--- src/rtl/inert_chnl_rdr_pkg.sv ---
// -----------------------------------------------------------------------------
// inert_pkg
// Shared types and helpers for the inertial-sensor channel reader.
//   state_t   : sequencer states
//   RD_BIT    : SPI command MSB marking a register read
//   IDX_W     : width of the shared init/read index (covers up to 16 steps)
//   mk_rd_cmd : builds a 16-bit read command from a 7-bit register address
// -----------------------------------------------------------------------------
package inert_pkg;

  typedef enum logic [2:0] {
    PWRUP,
    INIT_ISS,
    INIT_BSY,
    WAIT,
    RD_ISS,
    RD_BSY
  } state_t;

  localparam logic        RD_BIT = 1'b1;
  localparam int unsigned IDX_W  = 4;

  function automatic logic [15:0] mk_rd_cmd(input logic [6:0] addr7);
    return {RD_BIT, addr7, 8'h00};
  endfunction

endpackage

--- src/rtl/inert_chnl_rdr_sync.sv ---
// -----------------------------------------------------------------------------
// inert_sync
// Two-flop synchronizer for an asynchronous level, plus a rising-edge pulse
// derived from the synchronized level.
//   i_clk   : system clock
//   i_rst_n : synchronous active-low reset
//   i_async : asynchronous input
//   o_sync  : synchronized level (2-clk latency)
//   o_rise  : 1-clk pulse on a 0->1 transition of o_sync
// -----------------------------------------------------------------------------
module inert_sync (
  input  logic i_clk,
  input  logic i_rst_n,
  input  logic i_async,
  output logic o_sync,
  output logic o_rise
);

  logic r_meta;
  logic r_sync;
  logic r_prev;

  always_ff @(posedge i_clk) begin
    if (!i_rst_n) begin
      r_meta <= 1'b0;
      r_sync <= 1'b0;
      r_prev <= 1'b0;
    end else begin
      r_meta <= i_async;
      r_sync <= r_meta;
      r_prev <= r_sync;
    end
  end

  assign o_sync = r_sync;
  assign o_rise = r_sync & ~r_prev;

endmodule

--- src/rtl/inert_chnl_rdr.sv ---
// -----------------------------------------------------------------------------
// inert_chnl_rdr
// Inertial-sensor read sequencer. After a power-up delay it writes NUM_INIT
// init words to the sensor, then on every trigger from INT reads NUM_CH
// 16-bit channels (low byte then high byte) through an external SPI master.
//   clk, rst_n : clock, synchronous active-low reset
//   INT        : async sensor data-ready
//   init_cmd   : init words, word i at [16i+15:16i]
//   ch_addr    : low-byte register address per channel, 7 bits each
//   wrt, cmd   : SPI transaction start pulse and command (held until done)
//   done       : SPI transaction complete, rd_data valid with it
//   rdy        : init sequence complete (held)
//   vld        : ch_data updated this cycle
//   ch_data    : channel c = {hi,lo} at [16c+15:16c]
//   ovr        : INT rising edge seen during an active read burst
//   err        : sticky SPI timeout flag
// -----------------------------------------------------------------------------
module inert_chnl_rdr
  import inert_pkg::*;
#(
  parameter int unsigned NUM_CH     = 2,
  parameter int unsigned NUM_INIT   = 4,
  parameter int unsigned PWRUP_BITS = 16,
  parameter int unsigned TMO_BITS   = 10,
  parameter bit          EDGE_TRIG  = 1'b0
) (
  input  logic                    clk,
  input  logic                    rst_n,
  input  logic                    INT,
  input  logic [16*NUM_INIT-1:0]  init_cmd,
  input  logic [7*NUM_CH-1:0]     ch_addr,
  output logic                    wrt,
  output logic [15:0]             cmd,
  input  logic                    done,
  input  logic [7:0]              rd_data,
  output logic                    rdy,
  output logic                    vld,
  output logic [16*NUM_CH-1:0]    ch_data,
  output logic                    ovr,
  output logic                    err
);

  state_t                  r_state, w_nxt_state;
  logic [IDX_W-1:0]        r_idx;
  logic [PWRUP_BITS-1:0]   r_pwr_cnt;
  logic [TMO_BITS-1:0]     r_tmo_cnt;
  // The final byte of a burst goes straight to ch_data, so the shadow only
  // holds the bytes before it.
  logic [16*NUM_CH-9:0]    r_shadow;
  logic [16*NUM_CH-1:0]    r_ch_data;
  logic                    r_rdy, r_vld, r_ovr, r_err;

  logic                    w_sync, w_rise, w_trig;
  logic                    w_pwr_done, w_tmo_exp, w_last_init, w_last_rd;
  logic [6:0]              w_rd_addr;
  logic [15:0]             w_init_word;

  inert_sync u_sync (
    .i_clk   (clk),
    .i_rst_n (rst_n),
    .i_async (INT),
    .o_sync  (w_sync),
    .o_rise  (w_rise)
  );

  assign w_trig      = EDGE_TRIG ? w_rise : w_sync;
  assign w_pwr_done  = &r_pwr_cnt;
  assign w_tmo_exp   = &r_tmo_cnt;
  assign w_last_init = (r_idx == IDX_W'(NUM_INIT - 1));
  assign w_last_rd   = (r_idx == IDX_W'(2*NUM_CH - 1));
  assign w_init_word = init_cmd[32'(r_idx)*16 +: 16];
  // idx>>1 selects the channel, idx[0] selects low/high byte register.
  assign w_rd_addr   = ch_addr[32'(r_idx[IDX_W-1:1])*7 +: 7] + {6'b0, r_idx[0]};

  always_comb begin
    w_nxt_state = r_state;
    wrt         = 1'b0;
    cmd         = '0;
    case (r_state)
      PWRUP:    if (w_pwr_done) w_nxt_state = INIT_ISS;
      INIT_ISS: begin
        wrt         = 1'b1;
        cmd         = w_init_word;
        w_nxt_state = INIT_BSY;
      end
      INIT_BSY: begin
        cmd = w_init_word;
        if (done)           w_nxt_state = w_last_init ? WAIT : INIT_ISS;
        else if (w_tmo_exp) w_nxt_state = PWRUP;
      end
      WAIT:     if (w_trig) w_nxt_state = RD_ISS;
      RD_ISS: begin
        wrt         = 1'b1;
        cmd         = mk_rd_cmd(w_rd_addr);
        w_nxt_state = RD_BSY;
      end
      RD_BSY: begin
        cmd = mk_rd_cmd(w_rd_addr);
        if (done)           w_nxt_state = w_last_rd ? WAIT : RD_ISS;
        else if (w_tmo_exp) w_nxt_state = WAIT;
      end
      default:  w_nxt_state = PWRUP;
    endcase
  end

  always_ff @(posedge clk) begin
    if (!rst_n) begin
      r_state   <= PWRUP;
      r_idx     <= '0;
      r_pwr_cnt <= '0;
      r_tmo_cnt <= '0;
      r_shadow  <= '0;
      r_ch_data <= '0;
      r_rdy     <= 1'b0;
      r_vld     <= 1'b0;
      r_ovr     <= 1'b0;
      r_err     <= 1'b0;
    end else begin
      r_state   <= w_nxt_state;
      r_vld     <= 1'b0;
      r_ovr     <= w_rise && (r_state == RD_ISS || r_state == RD_BSY);
      // Cleared outside PWRUP so a timed-out init gets the full delay again.
      r_pwr_cnt <= (r_state == PWRUP) ? r_pwr_cnt + PWRUP_BITS'(1) : '0;
      if (wrt)
        r_tmo_cnt <= '0;
      else if (r_state == INIT_BSY || r_state == RD_BSY)
        r_tmo_cnt <= r_tmo_cnt + TMO_BITS'(1);

      case (r_state)
        PWRUP: if (w_pwr_done) r_idx <= '0;
        INIT_BSY: begin
          if (done) begin
            if (w_last_init) r_rdy <= 1'b1;
            else             r_idx <= r_idx + IDX_W'(1);
          end else if (w_tmo_exp) begin
            r_err <= 1'b1;
          end
        end
        WAIT: if (w_trig) r_idx <= '0;
        RD_BSY: begin
          if (done) begin
            if (w_last_rd) begin
              r_ch_data <= {rd_data, r_shadow};
              r_vld     <= 1'b1;
            end else begin
              r_shadow[32'(r_idx)*8 +: 8] <= rd_data;
              r_idx                       <= r_idx + IDX_W'(1);
            end
          end else if (w_tmo_exp) begin
            r_err <= 1'b1;
          end
        end
        default: ;
      endcase
    end
  end

  assign rdy     = r_rdy;
  assign vld     = r_vld;
  assign ovr     = r_ovr;
  assign err     = r_err;
  assign ch_data = r_ch_data;

endmodule
--- config.mk ---
export PLATFORM = sky130hd
export DESIGN_NAME = inert_chnl_rdr
export DESIGN_NICKNAME = d
export VERILOG_FILES = /design/src/rtl/inert_chnl_rdr_pkg.sv /design/src/rtl/inert_chnl_rdr_sync.sv /design/src/rtl/inert_chnl_rdr.sv
export SDC_FILE = /design/constraint.sdc
export NUM_CORES = 1
export LEC_CHECK = 0
export BUFFER_PORTS_ARGS = -buffer_cell sky130_fd_sc_hd__buf_2
export CELL_PAD_IN_SITES_DETAIL_PLACEMENT = 1
export CELL_PAD_IN_SITES_GLOBAL_PLACEMENT = 1
export CORE_MARGIN = 2
export CORE_UTILIZATION = 30
export CTS_CLUSTER_DIAMETER = 120
export DETAILED_ROUTE_END_ITERATION = 10
export PLACE_DENSITY_LB_ADDON = 0.1
export SLEW_MARGIN = 20
export SYNTH_ARGS = -nofsm -noshare
export SYNTH_HDL_FRONTEND = slang
export SYNTH_SLANG_ARGS = --single-unit
export TNS_END_PERCENT = 20
--- constraint.sdc ---
create_clock -name clk -period 2.9 [get_ports clk]
set_input_delay 0.87 -clock clk [delete_from_list [all_inputs] [get_ports clk]]
set_output_delay 0.87 -clock clk [all_outputs]
set_load 0.02 [all_outputs]
# After elaboration in Yosys (flattened, before gate mapping)
# Cells that the tools add are included.
[totals]
register_bits = 96
out_inout_bits = 53
elab_cells = 78
[op_classes]
n_addsub = 5
multipliers = 1
n_eq_ne = 12
n_shift = 4
mux = 18
bitwise = 5
reduce_logical = 20
[op_table]
columns = ["cell", "count"]
rows = [
  ["$shiftx A64 B9 Y16", 1],
  ["$neg A7 Y34", 1],
  ["$shift A8 B34 Y24 const A", 1],
  ["$shiftx A8 B34 Y24", 1],
  ["$pmux W16 S2", 1],
  ["$bwmux W24", 1],
  ["$mux W3", 7],
  ["$pmux W3 S6", 1],
  ["$add A16 B1 Y16 const B", 1],
  ["$mux W4", 4],
  ["$reduce_and A16 Y1", 1],
  ["$shiftx A14 B7 Y7", 1],
  ["$pmux W4 S3", 1],
  ["$reduce_and A12 Y1", 1],
  ["$reduce_and A3 Y1", 4],
  ["$add A10 B1 Y10 const B", 1],
  ["$reduce_and A10 Y1", 1],
  ["$reduce_or A2 Y1", 5],
  ["$add A7 B1 Y7", 1],
  ["$eq A3 B2 Y1 const B", 2],
  ["$eq A3 B3 Y1 const B", 2],
  ["$mul A3 B3 Y6 const B", 1],
  ["$ne A3 B3 Y1 const B", 2],
  ["$reduce_and A5 Y1", 1],
  ["15 further kinds", 22],
]

# Longest topological paths before layout
[logic_depth]
ltp_word = 4
depth_mapped = 12

# Cells and area by module
# From an unflattened synthesis, not the netlist that was laid out.
[unflattened]
cells_unflattened = 560
area_unflattened_um2 = 4724.5
[by_module_without_submodules]
columns = ["mod", "instances", "cells_each", "area_each_um2"]
rows = [
  ["inert_chnl_rdr", 1, 553, 4631.9],
  ["inert_sync", 1, 7, 92.6],
]

# Worst setup path before layout
# OpenSTA, ideal clock, no wires.
[synth_path]
path_type = "flip-flop to output port"
start = "register r_idx[1]"
end = "output port cmd[13]"
t_arrival_ps = 2216
t_required_ps = 2030
setup_slack_ps = -186
path_stages_with_launch = 10
n_path_buf = 3
cell_sequence = "dfxtp_1 > buf_2 > buf_2 > buf_1 > mux2i_1 > nor2_1 > ha_1 > nand4_1 > xnor2_1 > o32ai_1"
[synth_via]
elab_chain_len = 4
elab_cells_between_ends = 5
[synth_rtl]
columns = ["item", "line", "source"]
rows = [
  ["start: declaration", "inert_chnl_rdr.sv:44", "logic [IDX_W-1:0] r_idx;"],
  ["start signal: assignment", "inert_chnl_rdr.sv:134", "else r_idx <= r_idx + IDX_W'(1);"],
  ["start signal: assignment", "inert_chnl_rdr.sv:147", "r_idx <= r_idx + IDX_W'(1);"],
  ["$mul A3 B3 Y6", "inert_chnl_rdr.sv:73", "assign w_rd_addr = ch_addr[32'(r_idx[IDX_W-1:1])*7 +: 7] + {6'b0, r_idx[0]};"],
  ["$shiftx A14 B7 Y7", "inert_chnl_rdr.sv:73", ""],
  ["$add A7 B1 Y7", "inert_chnl_rdr.sv:73", ""],
  ["$pmux W16 S2 *", "inert_chnl_rdr.sv:79", "case (r_state)"],
  ["end: declaration", "inert_chnl_rdr.sv:33", "output logic [15:0] cmd,"],
]
# Mark *: on every way between the ends. The rest lies on a longest branch, timed or not.

# Worst setup path after layout
[layout_path]
start = "input port ch_addr[0]"
end = "output port cmd[13]"
[layout_via]
elab_chain_len = 3
[layout_rtl]
columns = ["item", "line", "source"]
rows = [
  ["start: declaration", "inert_chnl_rdr.sv:31", "input logic [7*NUM_CH-1:0] ch_addr,"],
  ["$shiftx A14 B7 Y7", "inert_chnl_rdr.sv:73", ""],
  ["$add A7 B1 Y7", "inert_chnl_rdr.sv:73", ""],
  ["$pmux W16 S2", "inert_chnl_rdr.sv:79", ""],
]
# No other way between the ends.

==> summary.txt <==
sequential power share -> 42.8%
switching share of power -> 28.3%
Synth Area in XOR/XNOR -> 5.52%
core area -> 15900 um^2
worst slack, placed -> -175 ps
ys async rst share -> 0%
Crit. End Element -> output pin
leading cell type in the layout, fill and taps excluded -> buf_2
Worst Hold Path Cells -> 1
Die Span Y -> 132 um
crit path DAT -> 2160 ps
Worst-path clk slew -> 60 ps
Hold/Removal Path Class -> reg -> reg
PD cells -> 503 nW/um^2
EDFF count, synth -> 0
DRT Pass-1 Iters -> 4
gpl congestion -> 0.740
FMAX -> 330 MHz
Yosys cell types -> 57
H-tree depth -> 3
Critical R2R Launch -> r_idx[2]
worst skew pair latency -> 350 ps
die area -> 17400 um^2
drt initial violations -> 167
worst vdd ir -> 0.000248 V
ratio of cells with drive above 1 in the final layout -> 31.9%
clk buf depth -> 2
Clock power frac -> 39.0%
post-synthesis compound-gate area fraction -> 12.2%
Die W -> 132 um
power share of the combinational group -> 18.2%
Worst R2R Path Depth -> 9
wire per inst -> 15.8 um
max-cap viol count -> 0
crit-path cells -> buf_2, mux2i_2, nor2_2, ha_2, buf_4, nand4_1, xnor2_1, o32ai_2, buf_4
CP Max Fanout -> 2
post-layout power -> 3.18 mW
Final nets -> 794
Psw -> 0.901 mW
delay of the slowest critical-path stage -> 240 ps
Routed Antenna Nets -> 0
max-slew violations -> 0
final setup margin -> -127 ps
fin util -> 39.6%
initial antenna violation count -> 0
DRC viols -> 0
leakage power -> 2.50 nW
WP data required -> 2030 ps
# Post-CTS Setup Buffers -> 0
yosys synthesis warning count -> 0
vias post-DR -> 4462
Synth Flop Type -> dfxtp_1
Post-Syn Area per Cell -> 8.77 um^2
Placement Cell Area -> 5960 um^2
largest family of logic cells by synthesized area -> simple AND/OR/NAND/NOR gates
Area Growth Syn to Fin -> 28.4%
Synth Cell Area -> 4920 um^2
Syn Inst Count -> 561
Site Rows -> 46
Seq cells post-synth -> 96
initial core utilization -> 30.9%
Port-buffer cells -> 142
Critical Path Start Type -> input pin
global route overflow -> 0
Crit Path Category -> in -> out
Worst path slowest cell -> o32ai_2
Slew HR -> 51.1%
min Tclk post-route -> 3030 ps
outcome -> finished with violations
failing checks -> negative setup slack
vias per cell -> 4.86
Clock Skews -> 13.1 ps
Simple-Gate Fraction of Synth Area -> 25.6%
Final TNS setup -> -378 ps
DPL Wire Length -> 10.7 mm
filler instances -> 1930
worst hold start -> u_sync.r_prev
vias in the first global route -> 4720
first-pass GRT wire length -> 24.3 mm
pin count of the biggest net entering global routing -> 73
commonest cells after routing, fill and taps aside -> buf_2, nand2_1, dfxtp_1, nor2_1, a21boi_0
CTS tree -> built
# setup viols final -> 5
post-synthesis net count -> 658
post-synthesis mux area share -> 11.6%
n_diodes -> 0
Tot GR Track Use -> 17.1%
RSZ-0062 raised after global routing -> true
Worst-Margin Slew -> 729 ps
Internal Power -> 2.28 mW
Ports -> 143
fin area -> 6320 um^2
register area share after synthesis -> 39.0%
Final period util -> 104%
post-synthesis adder-cell area fraction -> 1.78%
CTS root buf -> clkbuf_16
TritonCTS Buffers -> 9
Final Hold Fails -> 0
wirelength, routed -> 14.5 mm
start point of the critical path -> ch_addr[0]
CTS sink count -> 96
CP dominant cell by count -> buf_4
final cells by class:
class / count / area (um^2) / share of cell area [%]
well taps: 216 / 270 / 4.28
repair buffers: 162 / 922 / 14.6
multi-input cells: 417 / 2860 / 45.2
clock buffers: 11 / 243 / 3.84
flip-flops and latches: 96 / 1920 / 30.5
clock inverters: 5 / 62.6 / 0.990
inverters: 11 / 41.3 / 0.653
critical path: cells and delay by family:
kind | cells | cell delay (ps)
simple gates | 2 | 130
mux | 1 | 190
xor+xnor | 1 | 100
buf+inv | 3 | 420
fa+ha+maj | 1 | 190
compound gates | 1 | 240
logic make-up after synthesis:
logic type	count (synthesis)
flip-flops	96
buffers and inverters	48
AND/OR/NAND/NOR	261
multiplexers	37
adder cells (fa/ha/maj)	7
AO/OA/AOI/OAI	81
XOR/XNOR	31
path summary, 6_finish.rpt:
path | slack (ps) | end
setup / recovery | -130 | cmd[13]
hold / removal | 400 | ovr
setup reg to reg | 350 | r_shadow[0]
hold reg to reg | 400 | ovr
stage by stage:
step,hold slack [ps],std cells
floorplan,373,561
global placement,382,902
detailed placement,395,902
CTS,404,918
global route,413,918
finish,397,918
routing by layer:
metal  vias to the layer above  GRT usage, %  share of wire [%]
li1                       2203             -                  -
met1                      2142          22.3                 48
met2                        97          27.7                 45
met3                        20          4.34                5.0
met4                         0          5.37                1.7
met5                         -             0                  0
synth_stat cells, drive strengths merged (3+ instances only):
| master | count | share of area [%] |
|---|---|---|
| xnor2 | 14 | 2.5 |
| nor2b | 14 | 1.8 |
| mux2i | 21 | 4.3 |
| and3 | 5 | 0.64 |
| or2 | 8 | 1.0 |
| and4 | 5 | 0.89 |
| nor3 | 7 | 0.71 |
| ha | 7 | 1.8 |
| nand2b | 3 | 0.38 |
| o311ai | 3 | 0.53 |
| xor2 | 17 | 3.0 |
| buf | 19 | 2.1 |
| and2 | 9 | 1.1 |
| nand4 | 11 | 1.4 |
| o21ai | 20 | 2.2 |
| clkbuf | 18 | 1.4 |
| a21oi | 6 | 0.61 |
| nand2 | 116 | 8.9 |
| dfxtp | 96 | 39 |
| a21boi | 37 | 5.6 |
| nand3 | 24 | 2.5 |
| nor3b | 3 | 0.46 |
| nor4b | 3 | 0.66 |
| o22ai | 5 | 0.64 |
| mux4 | 16 | 7.3 |
| nor2 | 42 | 3.3 |
| inv | 11 | 0.84 |
power by group through the flow:
stage | clock [mW] | combinational (mW) | sequential (mW)
floorplan | 0 | 0.355 | 1.39
global placement | 0 | 0.544 | 1.39
detailed placement | 0 | 0.559 | 1.39
CTS | 1.29 | 0.584 | 1.36
global route | 1.33 | 0.633 | 1.36
finish | 1.24 | 0.578 | 1.36
state kept, by name, summed over array words and instances (netlist names):
signal and flops:
ch_data 32, err 1, ovr 1, r_idx 4
r_pwr_cnt 16, r_shadow 24, r_state 3, r_tmo_cnt 10
rdy 1, u_sync.o_sync 1, u_sync.r_meta 1, u_sync.r_prev 1
vld 1
repair_timing:
| action | 4_1_cts | 5_1_grt |
|---|---|---|
| pin swaps | 2 | 0 |
| cloned | 0 | 0 |
| hold buffers | 0 | 0 |
| setup endpoints to repair | 16 | 6 |
| resized for setup | 14 | 4 |
Power figures use the tool's default switching activity.
